### config.mk
export PLATFORM = sky130hd
export DESIGN_NAME = rob_queue
export DESIGN_NICKNAME = d
export VERILOG_FILES = /design/src/rtl/rob_queue.sv
export SDC_FILE = /design/constraint.sdc
export NUM_CORES = 1
export LEC_CHECK = 0
export ABC_AREA = 1
export CAP_MARGIN = 20
export CORE_MARGIN = 1.5
export CORE_UTILIZATION = 53
export DETAILED_ROUTE_END_ITERATION = 6
export PLACE_DENSITY = 0.71
export SYNTH_ARGS = -nofsm -noshare
export SYNTH_HDL_FRONTEND = slang
export SYNTH_SLANG_ARGS = --single-unit
export TNS_END_PERCENT = 10
### constraint.sdc
create_clock -name clk -period 4.1 [get_ports clk]
set_input_delay 0.615 -clock clk [delete_from_list [all_inputs] [get_ports clk]]
set_output_delay 0.615 -clock clk [all_outputs]
set_load 0.1 [all_outputs]
### src/rtl/rob_queue.sv
`default_nettype none
// ============================================================================
// Module      : rob_queue
// Description : Circular reorder buffer. In-order dispatch allocates tags,
//               CDB broadcasts complete entries, the head is exposed to commit.
// Revision    : 1.0 - initial release
// ============================================================================
module rob_queue #(
  parameter int DEPTH  = 16,
  parameter int IDX_W  = $clog2(DEPTH),
  parameter int DATA_W = 32
) (
  input  logic              clk,
  input  logic              rst_n,
  input  logic              flush,
  input  logic              dispatch_valid,
  input  logic [6:0]        dispatch_opcode,
  input  logic [4:0]        dispatch_rd,
  output logic              dispatch_ready,
  output logic [IDX_W-1:0]  dispatch_idx,
  input  logic              cdb_valid,
  input  logic [IDX_W-1:0]  cdb_idx,
  input  logic [DATA_W-1:0] cdb_value,
  output logic              rob_valid,
  output logic              rob_ready,
  output logic [6:0]        commit_opcode,
  output logic [4:0]        commit_rd,
  output logic [DATA_W-1:0] commit_value,
  output logic [IDX_W-1:0]  commit_idx,
  input  logic              rob_pop,
  output logic [IDX_W:0]    rob_count
);

  localparam logic [IDX_W:0] c_ptr_one = {{IDX_W{1'b0}}, 1'b1};

  // Pointers carry one extra wrap bit so full and empty are distinguishable.
  logic [IDX_W:0]    r_head;
  logic [IDX_W:0]    r_tail;
  logic [DEPTH-1:0]  r_valid;
  logic [DEPTH-1:0]  r_ready;
  logic [6:0]        r_opcode [DEPTH];
  logic [4:0]        r_rd     [DEPTH];
  logic [DATA_W-1:0] r_value  [DEPTH];

  logic [IDX_W-1:0]  w_head_idx;
  logic [IDX_W-1:0]  w_tail_idx;
  logic              w_empty;
  logic              w_full;
  logic              w_push;
  logic              w_pop;
  logic              w_cdb;

  assign w_head_idx = r_head[IDX_W-1:0];
  assign w_tail_idx = r_tail[IDX_W-1:0];
  assign w_empty    = (r_head == r_tail);
  assign w_full     = (w_head_idx == w_tail_idx) && (r_head[IDX_W] != r_tail[IDX_W]);

  assign dispatch_ready = !w_full;
  assign dispatch_idx   = w_tail_idx;
  assign rob_valid      = !w_empty;
  assign rob_ready      = rob_valid && r_ready[w_head_idx];
  assign commit_opcode  = r_opcode[w_head_idx];
  assign commit_rd      = r_rd[w_head_idx];
  assign commit_value   = r_value[w_head_idx];
  assign commit_idx     = w_head_idx;
  assign rob_count      = r_tail - r_head;

  // Dispatch, writeback and retire never touch the same slot in one cycle:
  // the tail slot is free whenever a push happens, and the head is already ready.
  assign w_push = dispatch_valid && !w_full && !flush;
  assign w_pop  = rob_pop && rob_ready && !flush;
  assign w_cdb  = cdb_valid && r_valid[cdb_idx] && !r_ready[cdb_idx] && !flush;

  always_ff @(posedge clk or negedge rst_n) begin
    if (!rst_n) begin
      r_head  <= '0;
      r_tail  <= '0;
      r_valid <= '0;
      r_ready <= '0;
    end else if (flush) begin
      r_head  <= '0;
      r_tail  <= '0;
      r_valid <= '0;
      r_ready <= '0;
    end else begin
      if (w_pop) begin
        r_valid[w_head_idx] <= 1'b0;
        r_ready[w_head_idx] <= 1'b0;
        r_head              <= r_head + c_ptr_one;
      end
      if (w_cdb) begin
        r_ready[cdb_idx] <= 1'b1;
      end
      if (w_push) begin
        r_valid[w_tail_idx] <= 1'b1;
        r_ready[w_tail_idx] <= 1'b0;
        r_tail              <= r_tail + c_ptr_one;
      end
    end
  end

  // Payload is qualified by the valid/ready bits, so it needs no reset.
  always_ff @(posedge clk) begin
    if (w_push) begin
      r_opcode[w_tail_idx] <= dispatch_opcode;
      r_rd[w_tail_idx]     <= dispatch_rd;
    end
    if (w_cdb) begin
      r_value[cdb_idx] <= cdb_value;
    end
  end

endmodule
`default_nettype wire

Word level (Yosys, flattened, before mapping)
Memory sizes are Yosys's and may differ from the RTL's.
Cells that the tools add are included.
{ "totals": {"reg_bits": 42, "ramBits": 704, "inputBits": 54, "out_inout_bits": 60, "wordCells": 74, "mem_count": 3} }
{ "mem_list": {"columns": ["memory", "words", "word_bits", "rd", "rd_ports_with_merged_regs", "wr", "line", "text"], "rows": [
  ["r_value", 16, 32, 1, 0, 1, "43", "logic [DATA_W-1:0] r_value [DEPTH];"],
  ["r_opcode", 16, 7, 1, 0, 1, "41", "logic [6:0] r_opcode [DEPTH];"],
  ["r_rd", 16, 5, 1, 0, 1, "42", "logic [4:0] r_rd [DEPTH];"]
]} }
{ "op_classes": {"add_sub_neg": 3, "order_cmp": 6, "n_eq_ne": 3, "muxes": 30, "bitwise": 7, "n_reduce_logical": 18} }
{ "op_table": {"columns": ["cell", "n"], "rows": [
  ["$mux 16", 10],
  ["$and 16x16->16", 3],
  ["$not 16->16", 2],
  ["$or 16x16->16", 2],
  ["$mux 5", 4],
  ["$lt 4x5->1 const B", 3],
  ["$bmux 1 s4", 3],
  ["$demux 1 s4", 3],
  ["$ge 4x1->1 const B", 3],
  ["$logic_and 1x1->1", 12],
  ["$add 5x1->5 const B", 2],
  ["$mux 1", 10],
  ["$eq 5x5->1", 1],
  ["$sub 5x5->5", 1],
  ["$eq 4x4->1", 1],
  ["$logic_not 1->1", 4],
  ["$reduce_bool 2->1", 2],
  ["$ne 1x1->1", 1]
]} }

Longest topological paths before layout
{ "logic_depth": {"ltp_word": 14, "depth_mapped": 15, "depth_no_buf": 13} }

Worst setup path before layout
No wires, ideal clock.
{ "synth_path": {"path_kind": "register to register", "startpoint": "register r_head[1]", "endpoint": "memory r_opcode[15][0], enable pin", "setup_time_ns": 0.382, "arrival_time_ns": 3.392, "t_required_ns": 3.718, "path_slack_ns": 0.326, "path_stages_with_launch": 13, "path_buffers": 3, "period_less_slack_ns": 3.774, "path_cell_list": "dfrtp_1 > inv_1 > buf_2 > clkbuf_1 > clkbuf_1 > ha_1 > nand4_1 > inv_1 > nand2_1 > nand2_1 > nor2_1 > nand3_1 > nor2_1"} }
{ "synth_between": {"elab_chain_cells": 7} }
{ "synth_lines": {"columns": ["item", "line", "text"], "rows": [
  ["start, declared", "37", "logic [IDX_W:0] r_head;"],
  ["start signal, assigned", "89", "r_head <= r_head + c_ptr_one;"],
  ["$eq 4x4->1", "56", "assign w_full = (w_head_idx == w_tail_idx) && (r_head[IDX_W] != r_tail[IDX_W]);"],
  ["$logic_and 1x1->1", "56", null],
  ["$logic_not 1->1", null, null],
  ["net dispatch_ready", "19", "output logic dispatch_ready,"],
  ["$logic_and 1x1->1 (2 in a row)", "70", "assign w_push = dispatch_valid && !w_full && !flush;"],
  ["$mux 1", "104", "if (w_push) begin"],
  ["$mux 1 (not written as such)", "105", "r_opcode[w_tail_idx] <= dispatch_opcode;"],
  ["end, declared", "41", null]
]} }
The timed path passes the listed nets, and every way through them passes these cells.

Worst setup path in the final report
{ "layout_path": {"startpoint": "register r_head[0]", "endpoint": "output port commit_value[3]"} }
{ "layout_between": {"elab_chain_cells": 1} }
{ "layout_lines": {"columns": ["item", "line", "text"], "rows": [
  ["$mem_v2 16x32", null, null],
  ["end, declared", "28", "output logic [DATA_W-1:0] commit_value,"]
]} }
No other way between the ends.

==> implementation parameters <==
Parameter                              Value

Place
  Post-place setup slack    654 ps
  Final HPWL DP    40700 um
  Count of input and output buffers    113
  Cell Area, Placed    0.0323 mm2
  Final Wtd Congestion    0.881
  Cell count after placement    3156

Critical path
  Kind of critical path    reg -> out
  Worst Reg2Reg Path Length in Cells    9
  Arr. time, crit path    3140 ps
  Nature of the critical path startpoint    register
  Worst endpoint required time    3480 ps
  Maximum fanout along the worst path    72
  Critical path capture point type    primary output

CTS
  CTS Buf Count    72
  Buffer levels on the longest clock path    3
  Latest clock arrival within the worst-skew pair    610 ps
  Total number of H-tree levels    3
  Post-CTS sizing    0
  Clock-pin slew of the registers on the worst-case setup and hold paths    60 ps
  Clock tree from TritonCTS    done
  Clock Root Buffer    sky130_fd_sc_hd__clkbuf_16
  CTS sink count    746

Floorplan
  Number of cell rows    86
  Horizontal die dimension    241 um
  Core area    0.0554 mm2
  Die H    241 um
  Initial core utilization    54.0%
  Io pins    114
  Area enclosed by the die boundary    0.0579 mm2

Synthesis
  Average cell area after synthesis    12.4 um2
  Net count of the mapped netlist    2476
  Yosys warning count    0
  Count of state elements after synthesis    746
  Leading area contributor after synthesis    sky130_fd_sc_hd__edfxtp_1
  Synth Instances    2409
  Library cells used by synthesis    27
  Top-area cell type share of the netlist area    70.6%
  Area of the mapped netlist    0.0299 mm2
  Main area contributors after synthesis    sky130_fd_sc_hd__edfxtp_1 71%, sky130_fd_sc_hd__o21ai_0 6.2%, sky130_fd_sc_hd__nor2_1 4.9%
  Share of the yosys chip area belonging to registers    74.1%

STA
  Max-slew headroom at the worst pin    33.7%
  RSZ-0062 raised after global routing    false
  Max Slew Vio Count    0
  Tcrit/Tclk final    91.5%
  Final critical delay including setup and external delays    3750 ps
  Setup Total Neg Slack    0 ps
  Endpoints failing setup    0
  Clock Skews    23.3 ps
  Final hold violations    0
  Slew at the pin closest to its max-slew limit    991 ps
  Final setup margin    349 ps
  Worst Hold Margin    435 ps
  Highest attainable clock frequency    267 MHz

Pwr
  Switching share of power    19.9%
  Total internal power    12.2 mW
  Power share of the combinational group    2.5%
  Power per cell area    441 mW/mm2
  Sw power    3.05 mW
  Reported leakage power    11.9 nW
  Register share of total power    54.7%
  Clock share of power    42.8%
  Power after layout    15.3 mW
  Peak VDD IR    306 uV

Job
  Max-capacitance violation count    0

Route
  Routed length on met3    5540 um
  Remaining antenna violation count    0
  Routed wire length    71900 um
  Drt via density    5.96
  Metal1 wirelength    30700 um
  Number of DRC markers after the initial detailed-route iteration    2109
  Uppermost signal routing layer after detailed routing    met4
  Via total after detailed routing    19585
  DRC violations left    0
  Number of iterations in the first detailed-routing pass    6
  Final routed wire length divided by cell count    21.9 um
  Met2 Routed Length    34100 um

Global routing
  Pin count of the biggest net entering global routing    186
  Global routing usage summed across all routing layers    25.0%
  First-pass GRT wire length    110000 um
  Initial antenna violation count    2
  Total global routing overflow    0
  Via count of the first global-routing pass    19065

Layout
  Design Area, Final    0.0347 mm2
  Share of the core filled with cells    62.6%
  Final Instance Count excl. Fillers    3288
  Area Growth Syn to Fin    15.8%
  Final #Nets    2551
  Fraction of final layout cells with drive strength greater than 1    9.34%

Outcome
  Run status    finished, final reports clean

Min path
  Min-Delay Path Class    in -> async
[worst max-delay path, cell delays in order (launching register included)]
cell and delay, ps:
sky130_fd_sc_hd__dfrtp_4 680, sky130_fd_sc_hd__inv_8 390, sky130_fd_sc_hd__buf_12 340, sky130_fd_sc_hd__o21ai_0 130, sky130_fd_sc_hd__o22ai_1 190, sky130_fd_sc_hd__nand2_1 150
sky130_fd_sc_hd__nand4_1 340, sky130_fd_sc_hd__buf_12 220
[routing by layer]
layer | vias to the layer above | track usage (%)
li1 | 8887 | -
met1 | 9727 | 35.9
met2 | 866 | 39.5
met3 | 105 | 3.72
met4 | 0 | 8.48
met5 | - | 0
[power groups by stage]
stage / combinational, mW / sequential [mW] / clock [mW]
finish: 0.387 / 8.36 / 6.55
global route: 0.413 / 8.35 / 6.89
CTS: 0.385 / 8.36 / 6.61
detailed placement: 0.384 / 8.52 / 0
global placement: 0.376 / 8.52 / 0
floorplan: 0.163 / 8.52 / 0
[Yosys cell counts]
cell type                    n
sky130_fd_sc_hd__nand2_1   303
sky130_fd_sc_hd__nand2_4     1
sky130_fd_sc_hd__nor2_2      4
sky130_fd_sc_hd__nor2_1    389
sky130_fd_sc_hd__nand3_1    18
sky130_fd_sc_hd__nor3_2      2
sky130_fd_sc_hd__dfrtp_1    42
sky130_fd_sc_hd__o22ai_1   176
sky130_fd_sc_hd__o21ai_1    20
sky130_fd_sc_hd__ha_1       12
sky130_fd_sc_hd__xnor2_1     2
sky130_fd_sc_hd__nand4_1    74
sky130_fd_sc_hd__nor2_4      4
sky130_fd_sc_hd__clkbuf_1  105
sky130_fd_sc_hd__inv_1      81
sky130_fd_sc_hd__o21ai_0   372
sky130_fd_sc_hd__nand2_2     1
sky130_fd_sc_hd__buf_4      12
sky130_fd_sc_hd__buf_1      10
sky130_fd_sc_hd__a21oi_1    31
sky130_fd_sc_hd__buf_6       6
sky130_fd_sc_hd__xor2_1      2
sky130_fd_sc_hd__edfxtp_1  704
sky130_fd_sc_hd__nor3_1      4
sky130_fd_sc_hd__fa_1        1
sky130_fd_sc_hd__buf_2      27
sky130_fd_sc_hd__inv_2       6
[final timing paths]
check	from	to	slack, ps
worst max-delay path	r_head[0]$_DFFE_PN0P_	commit_value[3]	350
worst min-delay path	rst_n	r_head[2]$_DFFE_PN0P_	440
worst max register to register	r_head[2]$_DFFE_PN0P_	r_rd[0][1]$_DFFE_PP_	880
worst min register to register	r_valid[3]$_DFF_PN0_	r_valid[3]$_DFF_PN0_	510
max in group asynchronous	rst_n	r_ready[12]$_DFF_PN0_	3170
min in group clk	r_valid[3]$_DFF_PN0_	r_valid[3]$_DFF_PN0_	510
[logic make-up after synthesis]
family,synth area share [%]
DFF,74.1
buffers and inverters,3.51
xor gates and xnor gates,0.117
AOI/OAI and AO/OA,10.7
and+or+nand+nor,10.9
adders and majority gates,0.568
[layout make-up]
class	count	area [um2]
fill	4073	20700
inverter	87	337
clock inverter	37	370
antenna	2	5.00
timing repair buffer	161	2190
sequential	746	22200
multi-input combinational	1416	6710
clock buffer	91	1940
tap	748	936
[layout by cell type, fill, tap and decap left out, drive strengths merged, types with 31 or more instances in the layout]
cell type	synthesis	final
nor2	397	397
clkbuf	105	91
a21oi	31	31
dfrtp	42	42
inv	87	89
o21ai	392	392
nand2	305	305
clkdlybuf4s50	0	59
o22ai	176	176
buf	55	101
nand4	74	74
edfxtp	704	704
[flip-flops by register name, indices dropped and copies added (netlist names)]
signal / count
r_rd: 80
r_valid: 16
r_opcode: 112
r_value: 512
r_head: 5
r_ready: 16
r_tail: 5
[what timing repair did]
item                                   in CTS  in global routing
setup endpoints to repair                   0                  0
setup buffers                               0                  0
endpoints found under the hold margin       0                 11
hold buffers                                0                  1
No activity file was read; power rests on OpenSTA's default activity.
